## config.mk

```make
export PLATFORM = sky130hd
export DESIGN_NAME = mem_test_master
export DESIGN_NICKNAME = d
export VERILOG_FILES = /design/src/rtl/mem_test_master.sv
export SDC_FILE = /design/constraint.sdc
export NUM_CORES = 1
export LEC_CHECK = 0
export BUFFER_PORTS_ARGS = -buffer_cell sky130_fd_sc_hd__buf_2
export CORE_MARGIN = 4
export CORE_UTILIZATION = 60
export DETAILED_ROUTE_END_ITERATION = 8
export PLACE_DENSITY = 0.86
export SLEW_MARGIN = 20
export SYNTH_ARGS = -nofsm -noshare
export SYNTH_HDL_FRONTEND = slang
export SYNTH_SLANG_ARGS = --single-unit
```

## constraint.sdc

```tcl
create_clock -name clk_i -period 6.12 [get_ports clk_i]
set_input_delay 0.918 -clock clk_i [delete_from_list [all_inputs] [get_ports clk_i]]
set_output_delay 0.918 -clock clk_i [all_outputs]
set_load 0.02 [all_outputs]
```

## src/rtl/mem_test_master.sv

```systemverilog
// Avalon-MM test traffic master: write, read or write-then-read bursts at sequential or LFSR addresses, with read data checked against an LFSR pattern.
// Define MEM_TEST_MASTER_TIMEOUT_EN to compile in the stall watchdog that aborts the test.
module mem_test_master #(
    parameter int                ADDR_W    = 16,
    parameter int                DATA_W    = 32,
    parameter int                BURST_W   = 4,
    parameter int                CNT_W     = 16,
    parameter logic [DATA_W-1:0] DATA_TAPS = 32'h8000_0062,
    parameter logic [ADDR_W-1:0] ADDR_TAPS = 16'hB400,
    parameter int                TMO_W     = 12
) (
    input  logic               clk_i,
    input  logic               rst_i,
    input  logic               start_i,
    input  logic [1:0]         mode_i,
    input  logic               addr_rnd_i,
    input  logic [ADDR_W-1:0]  base_addr_i,
    input  logic [CNT_W-1:0]   trans_cnt_i,
    input  logic [BURST_W-1:0] burst_len_i,
    input  logic [DATA_W-1:0]  seed_i,
    output logic               busy_o,
    output logic               done_o,
    output logic [CNT_W-1:0]   err_cnt_o,
    output logic [ADDR_W-1:0]  first_err_addr_o,
    output logic               timeout_o,
    output logic [ADDR_W-1:0]  address_o,
    output logic               write_o,
    output logic [DATA_W-1:0]  writedata_o,
    output logic               read_o,
    output logic [BURST_W-1:0] burstcount_o,
    input  logic               waitrequest_i,
    input  logic [DATA_W-1:0]  readdata_i,
    input  logic               readdatavalid_i
);

    typedef enum logic [2:0] {S_IDLE, S_WR, S_RD_CMD, S_RD_DATA, S_DONE} state_t;

    state_t r_state, w_next;

    logic [1:0]         r_mode;
    logic               r_rnd;
    logic [ADDR_W-1:0]  r_addr0, r_addr, r_first_err;
    logic [CNT_W-1:0]   r_trans_cnt, r_trans, r_err_cnt;
    logic [BURST_W-1:0] r_blen, r_beat;
    logic [DATA_W-1:0]  r_seed, r_data;
    logic               r_done, r_timeout;

    logic               w_start, w_tmo_hit, w_wr_acc, w_rd_acc, w_rdv;
    logic               w_last_beat, w_last_trans, w_burst_end, w_reload;
    logic [1:0]         w_mode;
    logic [BURST_W-1:0] w_blen;
    logic [DATA_W-1:0]  w_seed;
    logic [ADDR_W-1:0]  w_addr0;

    function automatic logic [DATA_W-1:0] f_data_step(input logic [DATA_W-1:0] v);
        return {v[DATA_W-2:0], ^(v & DATA_TAPS)};
    endfunction

    function automatic logic [ADDR_W-1:0] f_addr_step(input logic [ADDR_W-1:0] v);
        return {v[ADDR_W-2:0], ^(v & ADDR_TAPS)};
    endfunction

    // Config sanitising: reserved mode acts as write-only, zero seeds would lock the LFSRs.
    assign w_start = (r_state == S_IDLE) && start_i;
    assign w_mode  = (mode_i == 2'b11) ? 2'b00 : mode_i;
    assign w_blen  = (burst_len_i == '0) ? BURST_W'(1) : burst_len_i;
    assign w_seed  = (seed_i == '0) ? '1 : seed_i;
    assign w_addr0 = (addr_rnd_i && (base_addr_i == '0)) ? '1 : base_addr_i;

    assign w_wr_acc     = (r_state == S_WR) && !waitrequest_i && !w_tmo_hit;
    assign w_rd_acc     = (r_state == S_RD_CMD) && !waitrequest_i && !w_tmo_hit;
    assign w_rdv        = (r_state == S_RD_DATA) && readdatavalid_i && !w_tmo_hit;
    assign w_last_beat  = (r_beat == r_blen - BURST_W'(1));
    assign w_last_trans = (r_trans == r_trans_cnt - CNT_W'(1));
    assign w_burst_end  = (w_wr_acc || w_rdv) && w_last_beat;
    assign w_reload     = w_burst_end && w_last_trans && (r_state == S_WR) && (r_mode == 2'b10);

`ifdef MEM_TEST_MASTER_TIMEOUT_EN
    logic [TMO_W-1:0] r_tmo;

    assign w_tmo_hit = ((r_state == S_WR) || (r_state == S_RD_CMD) || (r_state == S_RD_DATA))
                       && (r_tmo == '1);

    always_ff @(posedge clk_i) begin
        if (rst_i || (r_state == S_IDLE) || (r_state == S_DONE)) begin
            r_tmo <= '0;
        end else if (((r_state == S_WR || r_state == S_RD_CMD) && !waitrequest_i) || readdatavalid_i) begin
            r_tmo <= '0;
        end else begin
            r_tmo <= r_tmo + TMO_W'(1);
        end
    end
`else
    assign w_tmo_hit = (TMO_W < 0);
`endif

    always_ff @(posedge clk_i) begin
        if (rst_i) r_state <= S_IDLE;
        else       r_state <= w_next;
    end

    always_comb begin
        w_next = r_state;
        case (r_state)
            S_IDLE: begin
                if (start_i) begin
                    if (trans_cnt_i == '0)     w_next = S_DONE;
                    else if (w_mode == 2'b01) w_next = S_RD_CMD;
                    else                       w_next = S_WR;
                end
            end
            S_WR: begin
                if (w_tmo_hit)                        w_next = S_DONE;
                else if (w_burst_end && w_last_trans) w_next = (r_mode == 2'b10) ? S_RD_CMD : S_DONE;
            end
            S_RD_CMD: begin
                if (w_tmo_hit)     w_next = S_DONE;
                else if (w_rd_acc) w_next = S_RD_DATA;
            end
            S_RD_DATA: begin
                if (w_tmo_hit)        w_next = S_DONE;
                else if (w_burst_end) w_next = w_last_trans ? S_DONE : S_RD_CMD;
            end
            S_DONE:  w_next = S_IDLE;
            default: w_next = S_IDLE;
        endcase
    end

    always_ff @(posedge clk_i) begin
        if (rst_i) begin
            r_mode      <= '0;
            r_rnd       <= 1'b0;
            r_addr0     <= '0;
            r_addr      <= '0;
            r_trans_cnt <= '0;
            r_trans     <= '0;
            r_blen      <= '0;
            r_beat      <= '0;
            r_seed      <= '0;
            r_data      <= '0;
            r_err_cnt   <= '0;
            r_first_err <= '0;
            r_done      <= 1'b0;
            r_timeout   <= 1'b0;
        end else begin
            r_done <= (r_state == S_DONE);
            if (w_tmo_hit) r_timeout <= 1'b1;
            if (w_start) begin
                r_mode      <= w_mode;
                r_rnd       <= addr_rnd_i;
                r_addr0     <= w_addr0;
                r_addr      <= w_addr0;
                r_trans_cnt <= trans_cnt_i;
                r_trans     <= '0;
                r_blen      <= w_blen;
                r_beat      <= '0;
                r_seed      <= w_seed;
                r_data      <= w_seed;
                r_err_cnt   <= '0;
                r_first_err <= '0;
                r_timeout   <= 1'b0;
            end
            if (w_wr_acc || w_rdv) begin
                r_data <= f_data_step(r_data);
                r_beat <= w_last_beat ? '0 : r_beat + BURST_W'(1);
            end
            if (w_burst_end) begin
                r_trans <= r_trans + CNT_W'(1);
                r_addr  <= r_rnd ? f_addr_step(r_addr) : r_addr + ADDR_W'(r_blen);
            end
            // Read phase replays exactly the pattern and addresses of the write phase.
            if (w_reload) begin
                r_data  <= r_seed;
                r_addr  <= r_addr0;
                r_trans <= '0;
            end
            if (w_rdv && (readdata_i != r_data)) begin
                if (r_err_cnt == '0) r_first_err <= r_addr;
                if (r_err_cnt != '1) r_err_cnt <= r_err_cnt + CNT_W'(1);
            end
        end
    end

    assign busy_o           = (r_state != S_IDLE) || r_done;
    assign done_o           = r_done;
    assign err_cnt_o        = r_err_cnt;
    assign first_err_addr_o = r_first_err;
    assign timeout_o        = r_timeout;
    assign address_o        = r_addr;
    assign write_o          = (r_state == S_WR) && !w_tmo_hit;
    assign writedata_o      = r_data;
    assign read_o           = (r_state == S_RD_CMD) && !w_tmo_hit;
    assign burstcount_o     = r_blen;

endmodule

```

==> results.txt <==
----------------------------------------------------
[Timing]
  Final max-slew violation count ... 0
  Unrepaired setup endpoints after global routing ... no
  Final clock skew ... 0.0149 ns
  Post-route fraction of the period consumed by the critical path ... 64.2%
  Remaining max-slew budget at the tightest pin ... 34.9%
  Final-report setup violation count ... 0
  Setup total negative slack ... 0 ns
  Final worst setup slack ... 2.19 ns
  Maximum operating frequency ... 0.255 GHz
  Total count of hold-check failures in the final report ... 0
  Slew of the pin with the lowest slew margin ... 0.976 ns
  Minimum period implied by the final worst setup slack ... 3.93 ns

[Drt]
  First-pass DRT Iterations ... 6
  Count of vias placed by the detailed router ... 9780
  DR DRC count ... 0
  Overall routed net length ... 27800 microns
  Top metal layer carrying routed signals ... met4
  Drt initial violations ... 997
  Met3 Routed Length ... 2240 microns
  Number of vias per cell after detailed routing ... 6.16
  Routed length on met2 ... 13600 microns
  DRT met1 WL ... 11200 microns
  Number of nets with antenna violations after detailed routing ... 0
  Routed WL per cell ... 17.5 microns

[Clocking]
  CTS sink cnt ... 175
  Clock network latency to the later pin of the worst-skew pair ... 0.45 ns
  Number of CTS-inserted buffers ... 17
  Root Driver ... sky130_fd_sc_hd__clkbuf_16
  Post-cts gate resize count ... 0
  Quantity of hold-fixing buffers added after cts ... 0
  Number of setup buffers added after CTS ... 0
  Level count of the clock H-tree ... 4
  CTS tree ... built
  Clock transition at the register clock pins on the worst setup and hold paths after CTS ... 0.06 ns
  Clk buf depth ... 2

[GRT]
  Largest net degree at the start of global routing ... 92
  Vias in the first global route ... 8945
  Remaining global-route overflow ... 0
  Global-route wire length before repair ... 44200 microns
  Overall global routing resource usage ... 29.8%
  Antenna violations before repair ... 0

[Yosys]
  Post-synth EDFFs ... 0
  Mapped Cells ... 1227
  Top-area cell type share of the netlist area ... 36.8%
  Most used flip-flop cell after synthesis ... sky130_fd_sc_hd__dfxtp_1
  Area of the mapped netlist ... 9510 sq um
  Fraction of registers with async set/reset ... 0%
  Leading area contributor after synthesis ... sky130_fd_sc_hd__dfxtp_1
  Top post-synthesis cells by count ... sky130_fd_sc_hd__nand2_1 (232), sky130_fd_sc_hd__dfxtp_1 (175), sky130_fd_sc_hd__a21oi_1 (167), sky130_fd_sc_hd__clkbuf_1 (72)
  Sequential area share after synthesis ... 36.8%
  Most repeated cell in the gate-level netlist after synthesis ... sky130_fd_sc_hd__nand2_1
  Yosys Warn Count ... 0
  #FFs+latches synth ... 175
  Post-synthesis net count ... 1347
  Post-synthesis area per instance ... 7.75 sq um
  Count of cell types in the netlist ... 72
  Top cells by area, synth ... sky130_fd_sc_hd__dfxtp_1 (37%), sky130_fd_sc_hd__nand2_1 (9.2%), sky130_fd_sc_hd__a21oi_1 (8.8%), sky130_fd_sc_hd__xnor2_1 (4.5%), sky130_fd_sc_hd__mux2i_1 (4.1%)

[Worst setup path]
  Critical path required time ... 6.41 ns
  Startpoint kind of the worst setup timing path ... flip-flop
  Crit path max-delay family ... simple AND/OR/NAND/NOR gates
  Maximum net fanout on the critical path ... 48
  Arrival time of the worst setup path ... 4.22 ns
  Critical path cell sequence ... inv_1 -> ha_1 -> or3b_2 -> or4_4 -> o221a_4 -> a2111oi_4 -> and3_4 -> mux2i_1 -> a21oi_1
  Master of the slowest instance on the critical path ... sky130_fd_sc_hd__and3_4
  Class of the most critical setup path ... flip-flop to flip-flop
  Stages on worst setup path ... 9
  Sum of buffers and inverters on the critical path ... 1
  Capturing element type of the critical path ... flip-flop
  Register-to-Register Path Depth ... 9
  Biggest cell delay along the critical path ... 0.79 ns

[Floorplan]
  Area enclosed by the die boundary ... 17900 sq um
  Die boundary height ... 134 microns
  Num rows ... 45
  Floorplan core area ... 15400 sq um
  Initial core utilization ... 61.9%
  I/O pin count ... 197
  Horizontal extent of the die ... 134 microns

[Outcome]
  Result of the run ... completed

[Pwr]
  Leak ... 4.29 nW
  Power Density ... 346 nW/um^2
  Worst vdd ir ... 0.000241 V

[Hold path]
  Number of cells on the worst hold path ... 2
  Class of the tightest hold or removal check ... flip-flop to flip-flop

[Job]
  Maxcap violations ... 0

[Finish]
  Synth-to-Final Area Change ... 16.2%
  Number of fillers in the final layout ... 1235
  Filler-free cell count of the finished design ... 1588
  Fraction of layout instances using a drive strength above 1 ... 18.9%
  Post-route cell area ... 11100 sq um
  Diode count ... 0
  NumNets Final ... 1484

[Place]
  Detail Placement HPWL ... 18900 microns
  Number of port buffers ... 195
  Placed cell areas ... 10500 sq um
  Post-placement setup slack ... 2.27 ns
  Cells after DPL ... 1556
  Final GP Congestion ... 0.934

----------------------------------------------------
-- tightest hold or removal path, delay by kind of cell (launching register included) --
family          cells  cell delay [ns]
compound gates      1             0.05
flops               1             0.30
simple gates        1             0.05
-- state kept, by name, summed over array words and instances, names as in the netlist --
| signal | cells |
|---|---|
| r_seed | 32 |
| r_beat | 4 |
| r_state | 3 |
| err_cnt_o | 16 |
| first_err_addr_o | 16 |
| r_addr0 | 16 |
| burstcount_o | 4 |
| address_o | 16 |
| r_trans_cnt | 16 |
| writedata_o | 32 |
| r_rnd | 1 |
| r_trans | 16 |
| done_o | 1 |
| r_mode | 2 |
-- cell families after synthesis --
family	Yosys count	synth area share, %
XOR/XNOR	66	6.23
multiplexers	42	4.46
other	1	0.0394
AO/OA/AOI/OAI	336	21.1
adder cells (fa/ha/maj)	12	1.66
AND/OR/NAND/NOR	492	24.7
flip-flops	175	36.8
buffers and inverters	103	5.02
-- power by group --
part           switching (mW)  total (mW)  internal, mW
clock                   0.477        1.08         0.606
combinational           0.785        1.23         0.447
sequential              0.209        1.50          1.29
total                    1.47        3.82          2.35
-- layer usage --
layer | vias to the layer above | track usage (%)
met5 | - | 0
li1 | 4682 | -
met4 | 0 | 11.7
met3 | 67 | 5.59
met2 | 441 | 50.6
met1 | 4590 | 37.5
-- cell usage in the layout, fill, tap and decap left out, drive strengths merged, types with 16 or more instances in the layout --
cell / instances
nor4: 30
nor3: 32
o211ai: 24
dfxtp: 175
nor2: 64
nand4: 25
mux2i: 39
inv: 16
nand3: 30
a211oi: 24
buf: 206
o21ai: 64
clkbuf: 21
nand2: 232
xor2: 16
xnor2: 49
a21oi: 167
-- worst paths after layout --
path,start,endpoint,slack (ns)
setup / recovery,r_trans_cnt[0],writedata_o[18],2.19
hold / removal,r_mode[0],r_mode[0],0.45
setup reg to reg,r_trans_cnt[0],writedata_o[18],2.19
hold reg to reg,r_mode[0],r_mode[0],0.45
-- cell type report --
class | instances | area [sq um] | share of cell area [%]
clock buffer | 21 | 480 | 4.35
clock inverter | 11 | 108 | 0.974
inverter | 15 | 56.3 | 0.509
multi-input combinational | 949 | 5580 | 50.5
sequential | 175 | 3500 | 31.7
tap | 211 | 264 | 2.39
timing repair buffer | 206 | 1060 | 9.60
-- metrics by stage --
| stage | power, mW | hold WS (ns) | util (%) |
|---|---|---|---|
| floorplan | 2.36 | 0.431 | - |
| detailed placement | 2.73 | 0.444 | 68.1 |
| CTS | 3.81 | 0.452 | 71.9 |
| global placement | 2.70 | 0.438 | 68.0 |
| finish | 3.82 | 0.449 | 71.9 |
| global route | 4.00 | 0.465 | 71.9 |
Power figures use the tool's default switching activity.
